**config.mk**
```make
export PLATFORM = sky130hd
export DESIGN_NAME = tage_trace_sequencer
export DESIGN_NICKNAME = d
export VERILOG_FILES = /design/src/rtl/tage_trace_sequencer.sv
export SDC_FILE = /design/constraint.sdc
export NUM_CORES = 1
export LEC_CHECK = 0
export CORE_ASPECT_RATIO = 0.7
export CORE_UTILIZATION = 45
export CTS_BUF_LIST = sky130_fd_sc_hd__clkbuf_4 sky130_fd_sc_hd__clkbuf_8
export DETAILED_ROUTE_END_ITERATION = 10
export PLACE_DENSITY = 0.79
export SYNTH_ARGS = -nofsm -noshare
export SYNTH_HDL_FRONTEND = slang
export SYNTH_SLANG_ARGS = --single-unit
```
**constraint.sdc**
```tcl
create_clock -name Clk -period 2 [get_ports Clk]
set_input_delay 0.5 -clock Clk [delete_from_list [all_inputs] [get_ports Clk]]
set_output_delay 0.5 -clock Clk [all_outputs]
set_load 0.01 [all_outputs]
```
**src/rtl/tage_trace_sequencer.sv**
```systemverilog
// Trace-replay sequencer: fetches branch entries, drives TAGE predict/update handshakes, keeps hit statistics.
// Optional per-window statistics are enabled by defining TAGE_SEQ_WINDOW_STATS_EN.
module tage_trace_sequencer #(
    parameter int ADDRESS_SIZE           = 32,
    parameter int TRAINING_DATA_SIZE     = 4100000,
    parameter int INSTRUCTION_INDEX_SIZE = $clog2(TRAINING_DATA_SIZE),
    parameter int WINDOW                 = 100000
) (
    input  logic                              Clk,
    input  logic                              Rst,
    input  logic                              Start,
    input  logic [INSTRUCTION_INDEX_SIZE-1:0] NumBranches,
    output logic [INSTRUCTION_INDEX_SIZE-1:0] TraceAddr,
    input  logic [ADDRESS_SIZE-1:0]           TracePC,
    input  logic                              TraceOutcome,
    output logic                              PredReq,
    output logic [ADDRESS_SIZE-1:0]           PredPC,
    input  logic                              PredAck,
    input  logic                              PredTaken,
    output logic                              UpdReq,
    output logic                              UpdTaken,
    input  logic                              UpdAck,
    output logic [INSTRUCTION_INDEX_SIZE-1:0] CorrectlyPredicted,
    output logic [INSTRUCTION_INDEX_SIZE-1:0] TotalBranches,
    output logic [INSTRUCTION_INDEX_SIZE-1:0] WindowCorrect,
    output logic                              WindowValid,
    output logic                              Busy,
    output logic                              Done
);

    localparam int IW = INSTRUCTION_INDEX_SIZE;
    localparam logic [IW-1:0] MAX_ENTRIES = IW'(TRAINING_DATA_SIZE);

    if (WINDOW < 1) begin : gBadWindow
        $error("tage_trace_sequencer: WINDOW must be at least 1");
    end

    typedef enum logic [2:0] {
        IDLE,
        FETCH,
        WAIT_MEM,
        PREDICT,
        UPDATE,
        DONE
    } seqState_t;

    seqState_t state, nextState;

    logic [IW-1:0]           index;
    logic [IW-1:0]           indexNext;
    logic [IW-1:0]           numReg;
    logic [IW-1:0]           clampedNum;
    logic [IW-1:0]           totalReg;
    logic [IW-1:0]           correctReg;
    logic [ADDRESS_SIZE-1:0] pcReg;
    logic                    outcomeReg;
    logic                    hitReg;
    logic                    startNow;
    logic                    predFire;
    logic                    updFire;

    assign clampedNum = (NumBranches > MAX_ENTRIES) ? MAX_ENTRIES : NumBranches;
    assign indexNext  = index + IW'(1);
    assign startNow   = Start && ((state == IDLE) || (state == DONE));
    assign predFire   = (state == PREDICT) && PredAck;
    assign updFire    = (state == UPDATE) && UpdAck;

    assign TraceAddr          = index;
    assign PredPC             = pcReg;
    assign UpdTaken           = outcomeReg;
    assign TotalBranches      = totalReg;
    assign CorrectlyPredicted = correctReg;

    always_ff @(posedge Clk or negedge Rst) begin
        if (!Rst) begin
            state <= IDLE;
        end else begin
            state <= nextState;
        end
    end

    always_comb begin
        nextState = state;
        PredReq   = 1'b0;
        UpdReq    = 1'b0;
        Busy      = 1'b1;
        Done      = 1'b0;
        case (state)
            IDLE, DONE: begin
                Busy = 1'b0;
                Done = (state == DONE);
                if (Start) begin
                    nextState = (clampedNum == '0) ? DONE : FETCH;
                end
            end
            FETCH:    nextState = WAIT_MEM;
            WAIT_MEM: nextState = PREDICT;
            PREDICT: begin
                PredReq = 1'b1;
                if (PredAck) begin
                    nextState = UPDATE;
                end
            end
            UPDATE: begin
                UpdReq = 1'b1;
                if (UpdAck) begin
                    nextState = (indexNext == numReg) ? DONE : FETCH;
                end
            end
            default: nextState = IDLE;
        endcase
    end

    // Trace data arrives one cycle after the address, so it is captured while waiting in WAIT_MEM.
    always_ff @(posedge Clk or negedge Rst) begin
        if (!Rst) begin
            index      <= '0;
            numReg     <= '0;
            totalReg   <= '0;
            correctReg <= '0;
            pcReg      <= '0;
            outcomeReg <= 1'b0;
            hitReg     <= 1'b0;
        end else begin
            if (startNow) begin
                numReg     <= clampedNum;
                index      <= '0;
                totalReg   <= '0;
                correctReg <= '0;
            end
            if (state == WAIT_MEM) begin
                pcReg      <= TracePC;
                outcomeReg <= TraceOutcome;
            end
            if (predFire) begin
                hitReg <= (PredTaken == outcomeReg);
            end
            if (updFire) begin
                totalReg   <= totalReg + IW'(1);
                correctReg <= correctReg + IW'(hitReg);
                index      <= indexNext;
            end
        end
    end

`ifdef TAGE_SEQ_WINDOW_STATS_EN
    localparam logic [IW-1:0] WINDOW_LAST = IW'(WINDOW - 1);

    logic [IW-1:0] winCount;
    logic [IW-1:0] winPos;
    logic [IW-1:0] winCorrectReg;
    logic          winValidReg;

    assign WindowCorrect = winCorrectReg;
    assign WindowValid   = winValidReg;

    // winPos tracks the position inside the current window, avoiding a modulo on TotalBranches.
    always_ff @(posedge Clk or negedge Rst) begin
        if (!Rst) begin
            winCount      <= '0;
            winPos        <= '0;
            winCorrectReg <= '0;
            winValidReg   <= 1'b0;
        end else begin
            winValidReg <= 1'b0;
            if (startNow) begin
                winCount      <= '0;
                winPos        <= '0;
                winCorrectReg <= '0;
            end else if (updFire) begin
                if (winPos == WINDOW_LAST) begin
                    winCorrectReg <= winCount + IW'(hitReg);
                    winValidReg   <= 1'b1;
                    winCount      <= '0;
                    winPos        <= '0;
                end else begin
                    winCount <= winCount + IW'(hitReg);
                    winPos   <= winPos + IW'(1);
                end
            end
        end
    end
`else
    assign WindowCorrect = '0;
    assign WindowValid   = 1'b0;
`endif

endmodule

```
==> impl_metrics.ini, run 1 <==
[sta]
rsz0062_at_grt = true
fmax_mhz = 483
setup_violations = 4
final_hold_viol_count = 0
timing.slew.headroom_pct = 55.9
layout_setup_ws_ns = -0.0708
finalMaxSlewViolations = 0
period_share_pct = 104
fin_worst_skew_ns = 0.0175
tightestPinTransition_ns = 0.655
fin_crit_ns = 2.07

[synthesis]
synth_cell_type_count = 62
synthCells = 650
syn-cell-area_mm2 = 0.00646
synth_area_leader_cell = dfrtp_1
synth.top_cell.area_share_pct = 48.4
synth_edf_count = 0
synth_ff_type = dfrtp_1
synth_seq_cells = 125
postSynthAreaPerCell_um2 = 9.93
synthTopCellsByArea = dfrtp_1 (48%), mux2_2 (5.8%), o21ai_0 (5.4%)
yosysSeqAreaShare_pct = 48.4
async_flop_share_pct = 100
yosysWarnings = 0

[routing]
drc_errors = 0
viasPerCell = 5.50
dr.pass1.iters = 7
vias = 6193
routed_wl_um = 19600
wl_per_cell_um = 17.4
ant_nets = 0
drt_iter0_markers = 320

[hold_path]
hold_path_class = reg2reg
hold_path_depth = 1

[grt]
grt_antenna_before_repair = 0
grt_max_degree = 40
grt_pass1_wl_um = 30500
grt_usage_pct = 26.2
grt-ovfl-total = 0
grt_pass1_vias = 6107

[setup_path]
reg2reg_slack_ns = -0.03
crit_chain = clkdlybuf4s50_1 > nor4bb_4 > buf_4 > nand2_4 > nor2_4 > buf_6 > and3_4 > mux2i_1
critPathArrivalTime_ns = 2.42
cp.buffers_inverters = 3
cp_slowest_stage_delay_ns = 0.57
start_kind = input pin
path_delay_family = buffers and inverters
path_class = in2reg
required_ns = 2.35
critPathMaxFanout = 4
rr_worst_depth = 9
end_kind = flop
critPathSlowestCell = clkdlybuf4s50_1
path_depth = 8

[placed_design]
dp_hpwl_um = 13700
io_buffers = 163
gp_congestion = 0.905
place_ws_ns = -0.503
dpl.cell_count = 1062

[outcome]
violations = negative setup slack
status = finished with violations

[cells_and_area]
area_growth_syn_to_layout_pct = 53.5
final_cell_count_no_fill = 1126
finish.net_count = 989
fill_cells = 1007
diodes = 0
fin_util_pct = 71.0
final_layout_size_suffix_gt1_share_pct = 29.0

[pwr]
p_int_mw = 7.03
pwr-share-clk_pct = 26.2
comb_power_share_pct = 37.9
vdd_drop_max_mv = 0.795
p_per_area_mw_per_mm2 = 1050
p_switching_mw = 3.35
switching_share_pct = 32.3
p_leak_nw = 4.46
p_seq_share_pct = 35.8

[clock_tree]
clk-insertion-delay-late_ns = 0.43
clk_pin_slew_ns = 0.08
cts-buffers-inserted = 17
cts_max_level = 4
root_buffer = clkbuf_8
cts.sinks = 125
cts_tree = done
cts_buffer_depth = 2

[die]
dieHeight_um = 102
rows = 36
die_w_um = 145
die-area_mm2 = 0.0148
start_util_pct = 46.2
ioPinCount = 187
core_mm2 = 0.0140

[run]
cap_viol_max_count = 0
[final timing paths]
kind | from | to
hold / removal | TotalBranches[21] | TotalBranches[21]
min in group asynchronous | Rst | PredPC[0]
max in group asynchronous | Rst | CorrectlyPredicted[16]
hold reg to reg | TotalBranches[21] | TotalBranches[21]
setup / recovery | UpdAck | TotalBranches[7]
setup reg to reg | state[0] | TotalBranches[7]
[through the flow]
step | hold WS (ns) | total power, mW | TNS [ns] | cell area (um2)
finish | 0.497 | 10.4 | -0.140 | 9910
global route | 0.521 | 10.9 | -1.40 | 9910
CTS | 0.499 | 10.3 | -0.0478 | 9620
detailed placement | 0.476 | 7.42 | -27.36 | 8890
global placement | 0.467 | 7.28 | -24.52 | 8890
floorplan | 0.204 | 5.57 | 0 | 6550
[routing by layer]
metal / vias to the layer above / part of all wire (%) / global-route usage (%)
li1: 2865 / - / -
met1: 3038 / 42 / 33.7
met2: 262 / 47 / 43.0
met3: 28 / 9.3 / 7.23
met4: 0 / 1.7 / 9.07
met5: - / 0 / 0
[logic make-up after synthesis]
family	after synthesis	synth area share, %
buffers and inverters	63	5.54
DFF	125	48.4
and+or+nand+nor	243	20.1
other	1	0.0581
xor gates and xnor gates	30	4.07
muxes	42	7.15
AOI/OAI and AO/OA	142	13.9
adders and majority gates	4	0.775
[cells in the final DEF (no fill, tap or decap), types with 5 or more instances in the layout]
cell type        synthesis  layout
inv_1                    8       8
nand4_1                 21      21
a22o_1                   9       9
nor2_1                  27      22
a31oi_1                 11      11
o21ai_1                  2      11
nand2_1                 80      73
nand2_2                  0       5
dfrtp_2                  0      16
conb_1                   1      23
bufinv_16                0       6
dfrtp_1                125     109
nand3_1                 43      31
xnor2_1                 18      17
buf_6                    3      12
o211ai_1                 7       7
buf_4                   25     107
and3_1                  16      12
o22a_1                   7       7
o21ai_0                 70      60
nand3_2                  1      11
clkbuf_8                 0      18
o31ai_1                 14      12
nor3_2                   3       5
clkdlybuf4s50_1          0     138
dlymetal6s2s_1           0       5
buf_12                   0       7
a21oi_1                  7       6
xor2_1                  12      11
mux2i_1                  9       9
mux2_2                  33      33
dlygate4sd2_1            0      15
[power by group through the flow]
| stage | combinational (mW) | clock (mW) | sequential (mW) |
|---|---|---|---|
| floorplan | 1.83 | 0 | 3.74 |
| global placement | 3.58 | 0 | 3.70 |
| detailed placement | 3.68 | 0 | 3.74 |
| CTS | 3.88 | 2.76 | 3.70 |
| global route | 4.25 | 2.87 | 3.78 |
| finish | 3.94 | 2.72 | 3.72 |
[layout make-up]
cell class	count	area (um2)	share of cell area, %
clock buffer	18	248	2.50
timing repair buffer	287	2670	27.0
sequential	125	3150	31.8
inverter	8	30.0	0.303
tap	190	238	2.40
multi-input combinational	485	3340	33.7
clock inverter	13	238	2.40
[Yosys cell counts (9+ instances only)]
library cell	instances
dfrtp_1	125
nand2_1	80
o21ai_0	70
nand3_1	43
mux2_2	33
nor2_1	27
buf_4	25
clkbuf_1	21
nand4_1	21
xnor2_1	18
and3_1	16
o31ai_1	14
xor2_1	12
a31oi_1	11
a22o_1	9
mux2i_1	9
[worst register-to-register path, cell delays in order, from the launching register on]
cell and delay (ns):
dfrtp_2 0.43, buf_6 0.13, buf_6 0.11, nor4bb_4 0.36, buf_4 0.20, nand2_4 0.05, nor2_4 0.15, buf_6 0.13
and3_4 0.19, mux2i_1 0.20
[what timing repair did]
item / 4_1_cts / 5_1_grt
hold buffers: 1 / 0
setup buffers: 17 / 14
pin swaps: 19 / 18
endpoints found under the setup margin: 37 / 63
resized for setup: 69 / 61
endpoints found under the hold margin: 11 / 0
gates cloned: 0 / 1
[state kept, by name, indices dropped and copies added (netlist names)]
register and cells:
hitReg 1, state 3, PredPC 32, CorrectlyPredicted 22, TotalBranches 22, UpdTaken 1
numReg 22, TraceAddr 22
(Power assumes the default switching activity.)
==> run 2: changes to the inputs <==
- RECOVER_POWER: default -> 25
- SETUP_SLACK_MARGIN: default -> 0.2
==> run 2 against run 1 <==
The run still ends with negative setup slack left. Worst setup slack got worse by 0.0068 ns. Critical path depth unchanged. Core utilization rose by 8.1 points. Fmax is 0.33% lower. Combinational power up 23%. Hold slack lost 0.20 ns. Clock power is 16% lower. Sequential share of layout area shrank 3.3 points. Routed wire length is 26% higher. Global-route usage is 2.6 points higher. Sequential power increased by 1%. Largest power group unchanged. Total power grew 4.9%. Critical path type is now reg2reg.
==> impl_metrics.ini, run 2 (synthesized netlist as in run 1, its figures left out) <==
[placed_design]
dp_hpwl_um = 14100
dpl.cell_count = 1066
gp_congestion = 0.858
io_buffers = 163
placed_cell_area_mm2 = 0.00896

[routing]
drc_errors = 0
ant_nets = 0
viasPerCell = 5.73
vias = 6838
wl_per_cell_um = 20.6
routed_wl_um = 24600
drt_iter0_markers = 471
dr.pass1.iters = 4

[grt]
grt_max_degree = 50
grt-ovfl-total = 0
top_usage_layer = met2
met3_usage_pct = 8.39
grt_pass1_wl_um = 33100
grt_antenna_before_repair = 0
use_met2_pct = 47.0
grt_pass1_vias = 6499
gr-usage-met1_pct = 36.0
grt_usage_pct = 28.8

[die]
start_util_pct = 46.2
dieHeight_um = 102
die_w_um = 145
die-area_mm2 = 0.0148
ioPinCount = 187
rows = 36
core_mm2 = 0.0140

[outcome]
violations = negative setup slack
status = finished with violations

[clock_tree]
cts_tree = done
root_buffer = clkbuf_8
clk-insertion-delay-late_ns = 0.47
cts_buffer_depth = 2
clk_pin_slew_ns = 0.08
cts_hold_buf = 0
cts-buffers-inserted = 17
cts.sinks = 125
cts_max_level = 4

[setup_path]
critPathMaxFanout = 5
required_ns = 2.34
critPathSlowestCell = dfrtp_2
path_delay_family = simple AND/OR/NAND/NOR gates
start_kind = flop
cp.buffers_inverters = 1
cp_slowest_stage_delay_ns = 0.43
critPathArrivalTime_ns = 2.42
reg2reg_slack_ns = -0.08
end_kind = flop
path_class = reg2reg
crit_chain = ha_4 > nand3_4 > nor4_4 > buf_4 > xnor2_2 > a211oi_2 > nand4_1 > o41ai_2

[sta]
tns_ns = -0.370
final_hold_viol_count = 0
fin_crit_ns = 2.08
timing.slew.headroom_pct = 15.5
tightestPinTransition_ns = 1.27
rsz0062_at_grt = true
period_share_pct = 104
setup_violations = 10
layout_setup_ws_ns = -0.0777
fin_worst_skew_ns = 0.0101
finalMaxSlewViolations = 0
fmax_mhz = 481

[cells_and_area]
final_layout_size_suffix_gt1_share_pct = 41.7
area_growth_syn_to_layout_pct = 71.0
final_common_cell = buf_4
final_cell_count_no_fill = 1194
stdcell_area_mm2 = 0.0110
finish.net_count = 1056
largest_register_ff_count = 32
diodes = 0
fill_cells = 858
layout_common_cells = buf_4 (126), dfrtp_1 (111), dlygate4sd2_1 (86)

[pwr]
p_per_area_mw_per_mm2 = 986
p_leak_nw = 5.31
vdd_drop_max_mv = 1.00
power_mw = 10.9

[run]
cap_viol_max_count = 0

[hold_path]
hold_path_class = in2async
## run 2: cell count changes in the layout (fill, tap and decap cells not counted), sizes merged, moves of 4 or more
cell	delta
bufinv	-4
buf	+55
clkbuf	+18
dlymetal6s2s	+4
clkdlybuf4s15	+10
clkdlybuf4s50	-92
dlygate4sd2	+71
## run 2: what timing repair did
item                                   in CTS  in global routing
setup endpoints to repair                 186                127
pin swaps                                  40                 86
buffers inserted                           58                 24
endpoints found under the hold margin       0                  0
gates cloned                                5                  9
resized for setup                         237                209
## run 2: final timing paths
check / from / to / cells past startpoint
setup / recovery: TraceAddr[1] / state[2] / 8
hold / removal: Rst / PredPC[25] / 1
setup reg to reg: TraceAddr[1] / state[2] / 8
hold reg to reg: CorrectlyPredicted[21] / CorrectlyPredicted[21] / 1
max in group asynchronous: Rst / TraceAddr[18] / 2
min in group Clk: NumBranches[0] / numReg[0] / 2
## run 2: where the power goes
part           switching, mW  internal (mW)  total (mW)
combinational           2.25           2.59        4.84
clock                   1.14           1.15        2.29
sequential             0.595           3.16        3.76
## run 2: stage by stage
stage          utilization [%]  worst slack, ns  hold slack, ns
2_1_floorplan                -            0.102           0.204
3_3_place_gp              64.2           -0.388           0.470
3_5_place_dp              64.2           -0.453           0.481
4_1_cts                   72.0          -0.0372          0.0987
5_1_grt                   79.1           -0.167           0.328
6_report                  79.1          -0.0777           0.295
## run 2: area by class of cell
| cell class | count | area (um2) | area share (%) |
|---|---|---|---|
| clock buffer | 19 | 255 | 2.31 |
| sequential | 125 | 3150 | 28.5 |
| inverter | 8 | 30.0 | 0.272 |
| multi-input combinational | 487 | 3880 | 35.2 |
| tap | 190 | 238 | 2.15 |
| timing repair buffer | 352 | 3350 | 30.3 |
| clock inverter | 13 | 143 | 1.29 |
## run 2: layer usage
| layer | share of wire [%] | wire, um |
|---|---|---|
| met1 | 39 | 9550 |
| met2 | 49 | 12100 |
| met3 | 8.5 | 2090 |
| met4 | 3.4 | 834 |
| met5 | 0 | 0 |
